--- config.mk ---
export PLATFORM = sky130hd
export DESIGN_NAME = uart_rx
export DESIGN_NICKNAME = d
export VERILOG_FILES = /design/src/rtl/uart_rx.sv
export SDC_FILE = /design/constraint.sdc
export NUM_CORES = 1
export LEC_CHECK = 0
export ABC_AREA = 1
export ABC_CLOCK_PERIOD_IN_PS = 1700
export CAP_MARGIN = 5
export CORE_MARGIN = 2
export CORE_UTILIZATION = 52
export DETAILED_ROUTE_END_ITERATION = 6
export PLACE_DENSITY_LB_ADDON = 0.25
export SYNTH_ARGS = -nofsm -noshare
export SYNTH_HDL_FRONTEND = slang
export SYNTH_SLANG_ARGS = --single-unit
--- constraint.sdc ---
create_clock -name clk_i -period 1.7 [get_ports clk_i]
set_input_delay 0.34 -clock clk_i [delete_from_list [all_inputs] [get_ports clk_i]]
set_output_delay 0.34 -clock clk_i [all_outputs]
set_load 0.005 [all_outputs]
--- src/rtl/uart_rx.sv ---
// uart_rx: 8N1-style UART receiver with mid-bit sampling, valid/ack handshake, framing and overrun flags
//   clk_i       clock
//   rst_i       synchronous reset, active-high
//   Rx          asynchronous serial input, idle high
//   rx_ack_i    consumer took data_o (only while rx_valid_o=1)
//   data_o      last good byte
//   rx_valid_o  data_o holds an unacknowledged byte
//   frame_err_o one-cycle pulse when the stop bit is sampled low
//   overrun_o   sticky: a byte landed on top of an unacknowledged one
//   busy_o      receiver is inside a frame
module uart_rx #(
   parameter int  DW        = 8,
   parameter real CLOCK     = 100e6,
   parameter int  BAUD_RATE = 20000000
) (
   input  logic          clk_i,
   input  logic          rst_i,
   input  logic          Rx,
   input  logic          rx_ack_i,
   output logic [DW-1:0] data_o,
   output logic          rx_valid_o,
   output logic          frame_err_o,
   output logic          overrun_o,
   output logic          busy_o
);
   localparam int BAUD_COUNTER = $rtoi(CLOCK / BAUD_RATE);
   localparam int BRW          = $clog2(BAUD_COUNTER + 1);
   localparam int HALF         = BAUD_COUNTER / 2;
   localparam int IW           = (DW > 1) ? $clog2(DW) : 1;
   localparam logic [BRW-1:0] HALF_CNT = BRW'(HALF - 1);
   localparam logic [BRW-1:0] LAST_CNT = BRW'(BAUD_COUNTER - 1);
   localparam logic [IW-1:0]  LAST_BIT = IW'(DW - 1);

   typedef enum logic [1:0] {IDLE, START, DATA, STOP} state_t;

   state_t          state_q, state_d;
   logic [1:0]      sync_q;
   logic [BRW-1:0]  bcnt_q, bcnt_d;
   logic [IW-1:0]   bit_idx_q, bit_idx_d;
   logic [DW-1:0]   shift_q, shift_d;
   logic [DW-1:0]   data_q, data_d;
   logic            valid_q, valid_d;
   logic            ferr_q, ferr_d;
   logic            ovr_q, ovr_d;
   logic            rx_s, data_tick, stop_tick, good, bad;

   assign rx_s = sync_q[1];

   always_ff @(posedge clk_i) begin
      if (rst_i) begin
         state_q   <= IDLE;
         sync_q    <= '1;
         bcnt_q    <= '0;
         bit_idx_q <= '0;
         shift_q   <= '0;
         data_q    <= '0;
         valid_q   <= 1'b0;
         ferr_q    <= 1'b0;
         ovr_q     <= 1'b0;
      end else begin
         state_q   <= state_d;
         sync_q    <= {sync_q[0], Rx};
         bcnt_q    <= bcnt_d;
         bit_idx_q <= bit_idx_d;
         shift_q   <= shift_d;
         data_q    <= data_d;
         valid_q   <= valid_d;
         ferr_q    <= ferr_d;
         ovr_q     <= ovr_d;
      end
   end

   // START re-checks the line at its mid-point so a short low glitch falls back to IDLE
   always_comb begin
      state_d = state_q;
      case (state_q)
         IDLE:    if (!rx_s) state_d = START;
         START:   if (bcnt_q == HALF_CNT) state_d = rx_s ? IDLE : DATA;
         DATA:    if (bcnt_q == LAST_CNT && bit_idx_q == LAST_BIT) state_d = STOP;
         STOP:    if (bcnt_q == LAST_CNT) state_d = IDLE;
         default: state_d = IDLE;
      endcase
   end

   always_comb begin
      data_tick = (state_q == DATA) && (bcnt_q == LAST_CNT);
      stop_tick = (state_q == STOP) && (bcnt_q == LAST_CNT);
      good      = stop_tick && rx_s;
      bad       = stop_tick && !rx_s;
      bcnt_d    = (state_q == IDLE || state_d != state_q || data_tick) ? '0 : bcnt_q + 1'b1;
      bit_idx_d = (state_q == START) ? '0 : data_tick ? bit_idx_q + 1'b1 : bit_idx_q;
      shift_d   = data_tick ? {rx_s, shift_q[DW-1:1]} : shift_q;
      data_d    = good ? shift_q : data_q;
      // an ack coinciding with a good stop lets the new byte through without overrun
      valid_d   = good | (valid_q & ~rx_ack_i);
      ovr_d     = ovr_q | (good & valid_q & ~rx_ack_i);
      ferr_d    = bad;
      busy_o    = state_q != IDLE;
   end

   assign data_o      = data_q;
   assign rx_valid_o  = valid_q;
   assign frame_err_o = ferr_q;
   assign overrun_o   = ovr_q;
endmodule

==> metrics.yaml <==
drc: 0
p_seq_share_pct: 57.4
ant_nets: 0
criticalPathCategory: "flip-flop to primary output"
rows: 17
first_pass_iters: 3
syn_avg_cell_area_um2: 7.97
p_switching_mw: 0.298
hold_path_class: "flip-flop to flip-flop"
drt_first_iter_violations: 17
rrSetupSlack_ns: 0.34
root_buffer: "clkbuf_4"
setup_viol: 0
area_growth_pct: 20.5
cts_max_level: 2
vias: 970
die_h_um: 51.3
cts-hold-fix-buffers: 0
holdWs_ns: 0.439
maxSlewViolCount: 0
path_max_fanout: 2
combPwrFrac_pct: 9.2
synth_cell_type_count: 21
final_common_cell: "nor2_1"
rsz0062_at_grt: "false"
reg2reg_from: "bcnt_q[0]"
grt_pass1_wl_um: 3670
routabilityCongestion: 0.714
path_buf_inv: 1
slowest_stage: "clkdlybuf4s50_1"
grt.total_usage_pct: 19.9
cp_cell_sequence: "clkdlybuf4s50_1"
p_leak_nw: 0.559
path_clk_slew_ns: 0.08
drive_gt1_share_pct: 15.0
critical_path.top_delay_family: "buffers and inverters"
ys_warn_count: 0
syn_nets: 155
ioPinCount: 16
chipWidth_um: 51.3
tns_ns: 0
slowest_delay_ns: 0.51
p_int_mw: 0.940
p_sw_share_pct: 24.1
skew_ns: 0.00887
clkPwrFrac_pct: 33.3
core_area_um2: 2170
hold_viol_final: 0
drv_cap: 0
hpwl_um: 1550
critPathCaptureType: "primary output"
ys_ff_latch: 29
synth_area_um2: 1160
clock_latency_ns: 0.32
die_area_um2: 2630
start_util_pct: 53.6
grt_max_degree: 16
fin_crit_sh_pct: 89.1
status: "completed"
overflow: 0
clock_sinks: 29
timing.critical_path.from: "data_o[2]"
routed_wl_um: 2230
grt_pass1_vias: 877
ys_seq_area_share_pct: 49.9
cp.arrival_ns: 1.17
vdd_drop_max_mv: 0.825
io_buffers: 15
antennaDiodeCount: 0
nNetsFinal: 176
layout_common_cells: "nor2_1 (28), dfxtp_1 (27), nand2_1 (20)"
clock_path_buffers: 2
p_per_area_nw_per_um2: 883
tritoncts: "yes"
antenna_found_initial: 0
wire_per_inst_um: 11.4
vias_per_cell: 4.97
slew_headroom_pct: 65.1
syn_inst: 146
min_from: "sync_q[0]"
tightest_slew_ns: 0.522
cts_buffers: 5
period_needed_ns: 1.51
fmax_ghz: 0.660
crit_required_ns: 1.36
start_kind: "flip-flop"
-- metrics by stage --
stage	worst slack (ns)	power (mW)	instance area [µm²]	utilization (%)	instances
after detailed placement	0.290	0.833	1330	61.4	187
after global placement	0.333	0.827	1330	61.4	187
after CTS	0.0144	1.25	1400	64.4	195
final	0.185	1.24	1400	64.6	195
after floorplan	0.490	0.794	1160	-	146
after global routing	0.124	1.31	1400	64.6	195
-- power by group through the flow --
stage	logic, mW	clock network [mW]	registers [mW]
floorplan	0.0727	0	0.722
global placement	0.101	0	0.725
detailed placement	0.105	0	0.727
CTS	0.114	0.421	0.711
global route	0.131	0.463	0.713
finish	0.114	0.413	0.711
-- cells in the mapped netlist --
master	count	share of area, %
buf_6	2	1.9
a21oi_2	1	0.75
inv_1	11	3.5
nor3_2	1	0.86
clkbuf_1	1	0.32
ha_1	5	5.4
clkbuf_4	1	0.65
buf_2	1	0.43
nand2_1	20	6.5
a21boi_1	1	0.65
nor2_1	28	9.0
a21oi_1	10	4.3
inv_2	4	1.3
o21ai_1	10	4.3
nand2_2	3	1.6
nand4_1	1	0.54
nand3_1	12	5.2
or2_2	2	1.1
dfxtp_1	29	50
xnor2_1	1	0.75
nor2_2	2	1.1
-- worst paths after layout --
check                                 end  depth (start not counted)
worst max-delay path            data_o[2]                          1
worst min-delay path            sync_q[1]                          1
worst max register to register  overrun_o                          7
worst min register to register  sync_q[1]                          1
-- final cells by class --
type                    count  area, µm²
multi-input cells          97        488
repair buffers             19        183
fillers                   208        767
flip-flops and latches     29        586
inverters                  15       56.3
clock buffers               7       55.1
well taps                  28       35.0
-- logic make-up after synthesis --
| family | share of synthesized area, % |
|---|---|
| compound gates | 10.0 |
| xor+xnor | 0.753 |
| fa+ha+maj | 5.38 |
| buf+inv | 8.17 |
| flops | 49.9 |
| simple gates | 25.8 |
-- per-layer routing --
metal | vias to the layer above | routed length (µm) | global-route usage (%)
met4 | 0 | 46 | 9.21
li1 | 506 | - | -
met1 | 445 | 996 | 21.7
met5 | - | 0 | 0
met3 | 5 | 103 | 9.94
met2 | 14 | 1080 | 32.3
-- registers in the layout, indices dropped and copies added, names as in the netlist --
register     count
overrun_o        1
data_o           8
state_q          2
bcnt_q           3
rx_valid_o       1
sync_q           2
bit_idx_q        3
frame_err_o      1
shift_q          8
-- what timing repair did --
action	CTS	global route
resized for setup	2	2
setup buffers	1	0
setup endpoints to repair	1	1
Power figures use the tool's default switching activity.
==> edit 1: new RTL, config.mk and constraints unchanged <==
Re-encode `state_t` (4 states) as one-hot, 4 bits wide.
--- a/src/rtl/uart_rx.sv
+++ b/src/rtl/uart_rx.sv
@@ -32,5 +32,5 @@
    localparam logic [IW-1:0]  LAST_BIT = IW'(DW - 1);
 
-   typedef enum logic [1:0] {IDLE, START, DATA, STOP} state_t;
+   typedef enum logic [3:0] {IDLE = 4'b0001, START = 4'b0010, DATA = 4'b0100, STOP = 4'b1000} state_t;
 
    state_t          state_q, state_d;
Function: same outputs for any inputs over 10 cycles, from zero or initial values and one cycle with rst_i high; not proved beyond that.
==> edit 1 against the unedited design <==
Clock power decreased by 1%; power is 1.5% lower; combinational power fell by 31%; synthesized area grew 15%; sequential cell count is 2 higher; routed wire length increased by 31%; setup slack got worse by 0.13 ns; final area rose by 18%; final cell count is 21% higher.
==> edit 1: results <==
[global_routing]
antenna_found_initial = 0
track_usage = 0.222
grt_max_degree = 17
grt_pass1_vias = 1133
grt_pass1_wl_mm = 4.60

[min_path]
whs_endpoint = sync_q[1]

[place]
gp_congestion = 0.825
dp_slack_ns = 0.0472
dpl_cell_area_sq_um = 1540
place.detailed.hpwl_mm = 1.98

[sta]
fmax_mhz = 610
finClkSkew_ns = 0.0126
tightest_slew_ns = 0.244

[worst_setup_path]
crit_arrival_ns = 1.30
rrSetupSlack_ns = 0.09
cp_slowest_stage_delay_ns = 0.37
reg2reg_depth = 11
slowest_stage = dfxtp_4
r2r_end = bcnt_q[2]
worstPathMaxFanout = 5

[status]
status = finished clean

[drt]
vias_per_cell = 5.29
dr.pass1.iters = 5
avgRoutedWirePerCell_microns = 12.4
dr.first_iter.drc_count = 30

[finish]
fillers = 215
syn2layout_area_growth_pct = 23.6
diodes = 0
nets = 213
drive_above_1_share = 0.200

[logic_synthesis]
synth_seq_area_share = 0.462
syn_nets = 188
synth_area_leaders = dfxtp_1, nor2_1, nand2_1
synth.most_common_cell = nor2_1
synth_common_cells = nor2_1, dfxtp_1, nand2_1

[clocking]
path_clk_slew_ns = 0.10
clk_latency_ns = 0.34

[pwr]
p_leak_nw = 0.691
worst_ir_drop_vdd_v = 0.000622
## edit 1: worst max path at each step
stage	startpoint	end
2_1_floorplan	bcnt_q[0]	bcnt_q[0]
3_3_place_gp	state_q[3]	busy_o
3_5_place_dp	bcnt_q[0]	bcnt_q[0]
4_1_cts	bcnt_q[0]	bcnt_q[0]
5_1_grt	bcnt_q[0]	bcnt_q[0]
6_report	state_q[2]	busy_o
## edit 1: final cells by class
type	instances	share of cell area
Clock buffer	7	0.0271
Clock inverter	1	0.00302
Timing Repair Buffer	24	0.130
Multi-Input combinational cell	125	0.395
Tap cell	30	0.0226
Inverter	17	0.0400
Sequential cell	31	0.382
## edit 1: cell families (layout without fill, tap and decap cells)
group	after synthesis	count (layout)	synth area share
AOI/OAI and AO/OA	27	27	0.104
xor gates and xnor gates	2	2	0.0130
adders and majority gates	5	5	0.0466
buffers and inverters	23	49	0.0662
DFF	31	31	0.462
and+or+nand+nor	91	91	0.308
## edit 1: what timing repair did
action                                  in CTS  in global routing
buffers inserted                             2                  3
resized for setup                            9                  7
endpoints found under the hold margin        0                  0
pin swaps                                    1                  1
endpoints found under the setup margin       1                 13
## edit 1: power by group
part	switching, W	internal [W]
registers	0.00000616	0.000728
clock network	0.000246	0.000161
logic	0.0000471	0.0000311
total	0.000299	0.000920
## edit 1: stage by stage
| step | instances | hold slack (ns) |
|---|---|---|
| 6_report | 235 | 0.429 |
| 5_1_grt | 235 | 0.442 |
| 2_1_floorplan | 179 | 0.389 |
| 3_3_place_gp | 222 | 0.397 |
| 4_1_cts | 232 | 0.431 |
| 3_5_place_dp | 222 | 0.403 |
## edit 1: routing by layer
metal | track usage | wire [microns] | up-vias | share of wire
li1 | - | - | 622 | -
met1 | 0.239 | 1170 | 564 | 0.40
met2 | 0.381 | 1530 | 50 | 0.52
met3 | 0.0929 | 178 | 8 | 0.061
met4 | 0.0875 | 44 | 0 | 0.015
met5 | 0 | 0 | - | 0
==> edit 2: new RTL, config.mk and constraints unchanged <==
Made on the original files. `DW`: 8 -> 32.
--- a/src/rtl/uart_rx.sv
+++ b/src/rtl/uart_rx.sv
@@ -10,5 +10,5 @@
 //   busy_o      receiver is inside a frame
 module uart_rx #(
-   parameter int  DW        = 8,
+   parameter int  DW        = 32,
    parameter real CLOCK     = 100e6,
    parameter int  BAUD_RATE = 20000000
Interface: changed (resized data_o); port bits go from 16 to 40. No check against the original RTL was run, so the function may have changed too.
==> edit 2 against the unedited design <==
Final area grew to 2.6 times the old value; routed wire length grew 130%; clock skew shrank 0.00083 ns; synthesized cell count grew to 2.5 times the old value; largest power group unchanged; final cell count grew to 2.5 times the old value; power grew to 2.6 times the old value; sequential cell count grew 50; largest cell class unchanged; count of clock-buffer cells in the layout grew 4; setup slack lost 0.029 ns; via count grew 150%; sequential share of layout area grew 2.4 points; synthesized area grew to 2.5 times the old value.
==> edit 2: results <==
[status]
status = finished clean

[drt]
routed_wl_mm = 5.10
top_layer = met4
wl_met3_microns = 215
dr.first_iter.drc_count = 69
wl_met1_mm = 2.43
dr.pass1.iters = 4
vias_per_cell = 4.87
vias = 2398
wl_met2_mm = 2.34

[worst_setup_path]
rrSetupSlack_ns = 0.19
crit_path_start = data_o[22]
reg2reg_depth = 9
worstPathMaxFanout = 2
crit_arrival_ns = 1.20
endpoint = data_o[22]
r2r_end = data_o[6]

[place]
io_buffers = 39
dpl_cell_area_sq_um = 3370
placed_cells_incl_taps = 473
gp_congestion = 0.804
dp_slack_ns = 0.151
place.detailed.hpwl_mm = 3.36

[global_routing]
met2_usage = 0.274
grt_pass1_wl_mm = 8.47
grt_max_degree = 60
track_usage = 0.172
grt_pass1_vias = 1960
grt_use_met1 = 0.219

[pwr]
seqPwrFrac = 0.573
worst_ir_drop_vdd_v = 0.000553
netSwitchingFraction = 0.210
p_leak_nw = 1.37
comb_power_share = 0.030
seq-power_w = 0.00186

[clocking]
post_cts_resized = 1
cts_max_level = 3
clk_latency_ns = 0.34
numCtsBuffers = 9

[logic_synthesis]
synth_seq_area_share = 0.542
syn_nets = 380
synth_common_cells = nor2_1, dfxtp_1, o21ai_0
syn_avg_cell_area_sq_um = 7.86
synth_cell_types = 21
synth_area_leaders = dfxtp_1, nor2_1, o21ai_0

[min_path]
hold_depth = 1

[sta]
hold_ws_ns = 0.417
finClkSkew_ns = 0.00804
worst_slack_ns = 0.156
tightest_slew_ns = 0.241

[finish]
nets = 425
drive_above_1_share = 0.0952
fillers = 486
[edit 2: cell types whose count changed after synthesis, sizes merged, moves of 2 or more]
cell | unedited run | this run
nand2 | 23 | 18
inv | 15 | 17
nand3 | 12 | 7
clkbuf | 2 | 12
o21ai | 10 | 68
nor2 | 30 | 145
buf | 3 | 8
a21oi | 11 | 6
dfxtp | 29 | 79
[edit 2: layout make-up]
type,count,area [sq um],area share
clock buffer,11,131,0.0367
clock inverter,4,47.5,0.0133
inverter,18,68.8,0.0192
multi-input combinational,254,1140,0.319
sequential,79,1580,0.442
tap,72,90.1,0.0251
timing repair buffer,54,518,0.145
[edit 2: cells by family (layout without fill, tap and decap cells)]
group,count (synthesis),count (layout),share of synthesized area
simple gates,173,173,0.238
buf+inv,38,87,0.0656
fa+ha+maj,5,5,0.0214
compound gates,75,75,0.130
xor+xnor,1,1,0.00300
flops,79,79,0.542
